$ cat src/rtl/fetch_pkg.sv
// Shared types for the instruction-fetch stage: word type, reset PC default
// and the fetch FSM state encoding.
package fetch_pkg;

  localparam int unsigned WORD_W = 16;

  typedef logic [WORD_W-1:0] word_t;

  localparam word_t RESET_PC_DEFAULT = 16'h0000;

  typedef enum logic [1:0] {
    REQ  = 2'd0,
    WAIT = 2'd1,
    EXEC = 2'd2,
    HALT = 2'd3
  } fetch_state_e;

endpackage

$ cat src/rtl/fetch_stage_pc_next.sv
// pc_next: combinational next-PC computation for the fetch stage.
// Ports:
//   pc            current program counter
//   pc_src        take branch
//   branch_offset sign-extended word offset from decode
//   pc_inc_2      pc + 2 (16-bit modulo)
//   pc_nxt        pc_inc_2, or pc_inc_2 + byte offset when pc_src is set
module pc_next
  import fetch_pkg::*;
(
  input  logic [WORD_W-1:0] pc,
  input  logic              pc_src,
  input  logic [WORD_W-1:0] branch_offset,
  output logic [WORD_W-1:0] pc_inc_2,
  output logic [WORD_W-1:0] pc_nxt
);

  logic [WORD_W-1:0] offset_bytes;

  // Word offset to byte offset; bit 15 is a sign copy and drops out of the shift.
  always_comb begin
    pc_inc_2     = pc + WORD_W'(2);
    offset_bytes = {branch_offset[WORD_W-2:0], 1'b0};
    pc_nxt       = pc_src ? (pc_inc_2 + offset_bytes) : pc_inc_2;
  end

endmodule

$ cat src/rtl/fetch_stage.sv
// fetch_stage: owns the PC, fetches one 16-bit word per instruction over a
// request/response memory port and presents it to decode for one cycle.
// Ports:
//   clk, rst_n                      clock, synchronous active-low reset
//   PCSrc, branch_offset, hlt       decode feedback, used only in EXEC
//   imem_req/addr/ready             request channel (addr = pc)
//   imem_rvalid/rdata               response channel, captured only in WAIT
//   instr, pc_inc_2, instr_valid    instruction presented to decode
//   pc, halted, retired             status
module fetch_stage
  import fetch_pkg::*;
#(
  parameter logic [15:0] RESET_PC = RESET_PC_DEFAULT,
  parameter int unsigned CNT_W    = 16
) (
  input  logic             clk,
  input  logic             rst_n,
  input  logic             PCSrc,
  input  logic [15:0]      branch_offset,
  input  logic             hlt,
  output logic             imem_req,
  output logic [15:0]      imem_addr,
  input  logic             imem_ready,
  input  logic             imem_rvalid,
  input  logic [15:0]      imem_rdata,
  output logic [15:0]      instr,
  output logic [15:0]      pc_inc_2,
  output logic             instr_valid,
  output logic [15:0]      pc,
  output logic             halted,
  output logic [CNT_W-1:0] retired
);

  fetch_state_e     state, state_nxt;
  logic [15:0]      pc_d, instr_d, pc_target;
  logic [CNT_W-1:0] retired_d;

  pc_next u_pc_next (
    .pc            (pc),
    .pc_src        (PCSrc),
    .branch_offset (branch_offset),
    .pc_inc_2      (pc_inc_2),
    .pc_nxt        (pc_target)
  );

  // State and datapath registers.
  always_ff @(posedge clk) begin
    if (!rst_n) begin
      state   <= REQ;
      pc      <= RESET_PC;
      instr   <= 16'h0000;
      retired <= '0;
    end else begin
      state   <= state_nxt;
      pc      <= pc_d;
      instr   <= instr_d;
      retired <= retired_d;
    end
  end

  // Next-state and datapath updates; decode inputs only matter in EXEC.
  always_comb begin
    state_nxt = state;
    pc_d      = pc;
    instr_d   = instr;
    retired_d = retired;
    case (state)
      REQ: begin
        if (imem_ready) state_nxt = WAIT;
      end
      WAIT: begin
        if (imem_rvalid) begin
          instr_d   = imem_rdata;
          state_nxt = EXEC;
        end
      end
      EXEC: begin
        retired_d = retired + CNT_W'(1);
        if (hlt) begin
          state_nxt = HALT;
        end else begin
          pc_d      = pc_target;
          state_nxt = REQ;
        end
      end
      HALT: state_nxt = HALT;
      default: state_nxt = REQ;
    endcase
  end

  // Request is masked while reset is held so the memory sees nothing then.
  assign imem_req    = rst_n & (state == REQ);
  assign imem_addr   = pc;
  assign instr_valid = (state == EXEC);
  assign halted      = (state == HALT);

endmodule

$ cat config.mk
export PLATFORM = sky130hd
export DESIGN_NAME = fetch_stage
export DESIGN_NICKNAME = d
export VERILOG_FILES = /design/src/rtl/fetch_pkg.sv /design/src/rtl/fetch_stage_pc_next.sv /design/src/rtl/fetch_stage.sv
export SDC_FILE = /design/constraint.sdc
export NUM_CORES = 1
export LEC_CHECK = 0
export ABC_CLOCK_PERIOD_IN_PS = 7400
export CAP_MARGIN = 20
export CORE_AREA = 2 2 93 95
export DETAILED_ROUTE_END_ITERATION = 16
export DIE_AREA = 0 0 95 97
export PLACE_DENSITY = 0.72
export SLEW_MARGIN = 20
export SYNTH_ARGS = -nofsm -noshare
export SYNTH_HDL_FRONTEND = slang
export SYNTH_SLANG_ARGS = --single-unit
$ cat constraint.sdc
create_clock -name clk -period 7.4 [get_ports clk]
set_input_delay 0.74 -clock clk [delete_from_list [all_inputs] [get_ports clk]]
set_output_delay 0.74 -clock clk [all_outputs]
set_load 0.005 [all_outputs]
==> flow_summary.ini, run 1 <==
[synthesis]
yosysWarnings = 0
synth_area_um2 = 3210
avgSynthCellArea_um2 = 7.93
synth_edf_count = 0
yosysUniqueCellTypes = 58
synthFlopType = dfxtp_1
ys_seq_area_frac = 0.305
synth_area_leaders = dfxtp_1 31%, ha_1 7.4%, nand2_1 7.1%
syn_inst = 405
yosysTopAreaCellShare = 0.305
yosysTopAreaCell = dfxtp_1
ys_async_sr_fraction = 0
synth-seq-cells = 49

[detailed_routing]
drc = 0
postRouteAntennaNets = 0
first_pass_iters = 4
wl_per_cell_um = 14.1
met3_length_um = 506
finalWirelength_um = 8500
vias = 3161
dr.first_iter.drc_count = 173
via_per_inst = 5.23
routed.top_layer = met4
wl_met1_um = 3890
wl_met2_um = 3980

[layout]
final_util = 0.544
design_area_um2 = 4430
syn2layout_area_growth_pct = 37.9
diodes = 0
drive_gt1_frac = 0.0401
num-nets-final = 556

[setup_path]
crit_arrival_ps = 2720
critPathRequiredTime_ps = 6660
critPathCaptureType = output port
crit_path_start_kind = primary input
worstSetupPathType = primary input to output port
reg2reg_depth = 10
path_max_fanout = 46

[global_routing]
grt_util_all_layers = 0.182
grt_pass1_vias = 2935
antenna_found_initial = 0
grt_overflow = 0
grt_max_degree = 47
grt_pass1_wl_um = 13800

[sta]
max-slew-margin-rel = 0.353
setup_tns_ps = 0
final-setup-viol-count = 0
rsz0062_at_grt = false
skew_ps = 6.65
fin_crit_ps = 3460
finalMaxSlewViolations = 0
worstMarginPinSlew_ps = 966
post-route-period-util = 0.468
hold_viol_final = 0
timing.fmax_mhz = 289

[die]
dieArea_um2 = 9220
initial_utilization = 0.395
io_pins = 121
dieWidth_um = 95
rows = 33
coreArea_um2 = 8130
die_h_um = 97

[clock_network]
numCtsBuffers = 5
clk_pin_slew_worst_paths_ps = 80
cts_tree = done
cts_hold_buf = 0
postCtsSetupBuffers = 0
clk_latency_ps = 300
clockBufferDepth = 2
root_buffer = clkbuf_8
clock-sinks = 49
htreeDepth = 2
post_cts_resized = 0

[power_and_ir_drop]
p_seq_frac = 0.475
p_int_uw = 440
clkPwrFrac = 0.337
p_switching_uw = 146
power_uw = 586
comb_power_share = 0.187
powerDensity_nw_per_um2 = 132
p_sw_frac = 0.250
peakVddDrop_mv = 0.0737
p_leak_nw = 1.69

[min_path]
hold_depth = 2
hold_class = flop to flop

[placement]
postPlaceCellArea_um2 = 4310
gp_congestion = 0.811
io_buffers = 116
dp_hpwl_um = 6420

[status]
status = finished clean

[job]
cap_violations = 0
==> path summary, 6_finish.rpt <==
check | start | end | slack (ps)
max | rst_n | imem_req | 3940
min | instr[7] | instr[7] | 460
min reg2reg | instr[7] | instr[7] | 460
max reg2reg | imem_addr[3] | imem_addr[15] | 4140
==> synth_stat cells (7+ instances only) <==
cell type,number
a21oi_1,45
and3_1,8
buf_4,18
clkbuf_1,8
dfxtp_1,49
ha_1,19
inv_1,10
nand2_1,61
nand2b_1,8
nand3_1,10
nor2_1,28
nor3_1,10
o211ai_1,7
o21ai_0,15
xnor2_1,13
xor2_1,15
==> state kept, by name, indices dropped and copies added (netlist names) <==
name	flops
instr	16
imem_addr	15
retired	16
state	2
==> layout by cell type (no fill, tap or decap), types with 10 or more instances in the layout <==
cell type	synthesis	routed
a21oi_1	45	45
clkdlybuf4s50_1	0	116
dfxtp_1	49	49
ha_1	19	19
inv_1	10	10
nand2_1	61	61
nand3_1	10	10
nor2_1	28	28
nor3_1	10	10
o21ai_0	15	15
xnor2_1	13	13
xor2_1	15	15
==> cell type report <==
type                       count  area [um^2]
fill                         774         3710
tap                          105          131
inverter                      12         45.0
clock inverter                 1         30.0
multi-input combinational    314         1990
timing repair buffer         116         1160
sequential                    49          981
clock buffer                   7         86.3
==> stage by stage <==
| stage | hold WS (ps) | worst slack [ps] | std cells |
|---|---|---|---|
| 6_report | 458 | 3940 | 604 |
| 5_1_grt | 481 | 3800 | 604 |
| 4_1_cts | 459 | 3930 | 604 |
| 3_5_place_dp | 447 | 3930 | 596 |
| 3_3_place_gp | 441 | 3900 | 596 |
| 2_1_floorplan | 453 | 4590 | 407 |
==> worst max-delay path, stage by stage <==
cell and delay [ps]:
clkdlybuf4s50_1 740, inv_2 430, nor3_1 250, clkdlybuf4s50_1 550
==> layer usage <==
metal  global-route usage  vias to the layer above
met2                0.297                      102
met4               0.0513                        0
met3               0.0304                       10
li1                     -                     1599
met5                    0                        -
met1                0.246                     1450
==> power by group through the flow <==
stage	registers (mW)	logic (mW)	clock network, mW
2_1_floorplan	0.284	0.0590	0
3_3_place_gp	0.285	0.108	0
3_5_place_dp	0.285	0.110	0
4_1_cts	0.279	0.110	0.202
5_1_grt	0.280	0.121	0.211
6_report	0.279	0.110	0.198
==> kinds of logic after synthesis <==
kind of cell / synth area share
DFF: 0.305
AOI/OAI and AO/OA: 0.198
buffers and inverters: 0.0779
other: 0.00117
and+or+nand+nor: 0.249
adders and majority gates: 0.0803
xor gates and xnor gates: 0.0814
muxes: 0.00623
Power figures use the tool's default switching activity.
==> run 2, diff against run 1 <==
--- a/config.mk
+++ b/config.mk
@@ -5,7 +5,7 @@
 export SDC_FILE = /design/constraint.sdc
 export NUM_CORES = 1
 export LEC_CHECK = 0
-export ABC_CLOCK_PERIOD_IN_PS = 7400
+export ABC_CLOCK_PERIOD_IN_PS = 3300
 export CAP_MARGIN = 20
 export CORE_AREA = 2 2 93 95
 export DETAILED_ROUTE_END_ITERATION = 16
==> constraint.sdc (replaced) <==
create_clock -name clk -period 3.3 [get_ports clk]
set_input_delay 0.33 -clock clk [delete_from_list [all_inputs] [get_ports clk]]
set_output_delay 0.33 -clock clk [all_outputs]
set_load 0.005 [all_outputs]
==> flow_summary.ini, run 2 (synthesis results as in run 1) <==
[layout]
final_util = 0.557
nFillCells = 732
final_common_cell = clkdlybuf4s50_1
num-nets-final = 566
syn2layout_area_growth_pct = 40.9
drive_gt1_frac = 0.0668
final_cell_mix = 116 x clkdlybuf4s50_1, 61 x nand2_1, 49 x dfxtp_1
design_area_um2 = 4530
diodes = 0
final-instance-count-excl-fill = 614

[die]
coreArea_um2 = 8130
dieWidth_um = 95
rows = 33
io_pins = 121
die_h_um = 97
dieArea_um2 = 9220
initial_utilization = 0.395

[min_path]
hold_class = flop to flop

[sta]
final-setup-viol-count = 0
fin_crit_ps = 3040
worstMarginPinSlew_ps = 997
hold_viol_final = 0
skew_ps = 10.9
rsz0062_at_grt = false
max-slew-margin-rel = 0.332
setup_tns_ps = 0
post-route-period-util = 0.922
timing.fmax_mhz = 329
finalMaxSlewViolations = 0

[placement]
gp_congestion = 0.866
postPlaceCellArea_um2 = 4390
place_inst = 606
io_buffers = 116
dp_hpwl_um = 6720

[global_routing]
grt_overflow = 0
grt_pass1_wl_um = 14400
antenna_found_initial = 0
grt_max_degree = 36
grt_util_all_layers = 0.191
grt_pass1_vias = 2988

[power_and_ir_drop]
comb_power_share = 0.194
p_leak_nw = 1.76
p_seq_frac = 0.471
p_switching_uw = 332
powerDensity_nw_per_um2 = 293
p_sw_frac = 0.251
peakVddDrop_mv = 0.213
p_int_uw = 992
clkPwrFrac = 0.334

[clock_network]
cts_hold_buf = 0
clk_pin_slew_worst_paths_ps = 90
root_buffer = clkbuf_8
clockBufferDepth = 2
clk_latency_ps = 300
postCtsSetupBuffers = 0
clock-sinks = 49
post_cts_resized = 0
htreeDepth = 2
numCtsBuffers = 5
cts_tree = done

[detailed_routing]
first_pass_iters = 5
wl_per_cell_um = 14.5
dr.first_iter.drc_count = 123
via_per_inst = 5.24
vias = 3220
drc = 0
postRouteAntennaNets = 0
finalWirelength_um = 8880

[setup_path]
worstSetupPathType = flop to flop
crit_arrival_ps = 3270
critPathCaptureType = flop
crit_path_start_kind = flop
r2r_setup_slack_ps = 260
critPathRequiredTime_ps = 3530
path_max_fanout = 7

[status]
status = finished clean

[job]
cap_violations = 0
==> run 2: cell count changes in the layout (fill, tap and decap cells not counted) <==
| cell | previous run | this run |
|---|---|---|
| ha_1 | 19 | 18 |
| o2111ai_1 | 2 | 1 |
| xnor2_1 | 13 | 11 |
| buf_4 | 0 | 10 |
| xnor2_2 | 0 | 2 |
| o2111ai_2 | 0 | 1 |
| ha_2 | 0 | 1 |
==> run 2: worst max-delay path: stages (launching register included) <==
cell	delay [ps]
dfxtp_1	460
ha_2	290
nand3_1	140
xnor2_2	240
ha_1	330
a21oi_1	170
nand2_1	110
o211ai_1	300
a21oi_1	140
or4b_2	620
o22ai_1	160
==> run 2: layer usage <==
layer	up-vias	global-route usage	share of wire
li1	1622	-	-
met1	1476	0.258	0.44
met2	112	0.316	0.48
met3	10	0.0312	0.066
met4	0	0.0468	0.013
met5	-	0	0
==> run 2: area by class of cell <==
| cell class | instances | area (um^2) | area share |
|---|---|---|---|
| multi-input combinational | 314 | 2020 | 0.446 |
| timing repair buffer | 126 | 1240 | 0.273 |
| sequential | 49 | 981 | 0.217 |
| tap | 105 | 131 | 0.0290 |
| clock buffer | 7 | 86.3 | 0.0191 |
| inverter | 12 | 45.0 | 0.00995 |
| clock inverter | 1 | 30.0 | 0.00663 |
==> run 2: final timing paths <==
check | from | endpoint | depth (start not counted)
setup reg to reg | imem_addr[1] | imem_addr[10] | 10
setup / recovery | imem_addr[1] | imem_addr[10] | 10
hold reg to reg | instr[6] | instr[6] | 2
hold / removal | instr[6] | instr[6] | 2
==> run 2: power groups by stage <==
stage	Combinational, mW	Clock, mW	Sequential, mW
floorplan	0.132	0	0.637
global placement	0.251	0	0.637
detailed placement	0.255	0	0.638
CTS	0.257	0.449	0.624
global route	0.283	0.473	0.627
finish	0.257	0.442	0.624
==> run 2: metrics by stage <==
step / total power [mW] / setup WS, ps / hold slack [ps]
3_5_place_dp: 0.893 / 167 / 445
4_1_cts: 1.33 / 145 / 457
6_report: 1.32 / 257 / 457
2_1_floorplan: 0.769 / 486 / 453
5_1_grt: 1.38 / 19.0 / 476
3_3_place_gp: 0.888 / 246 / 441
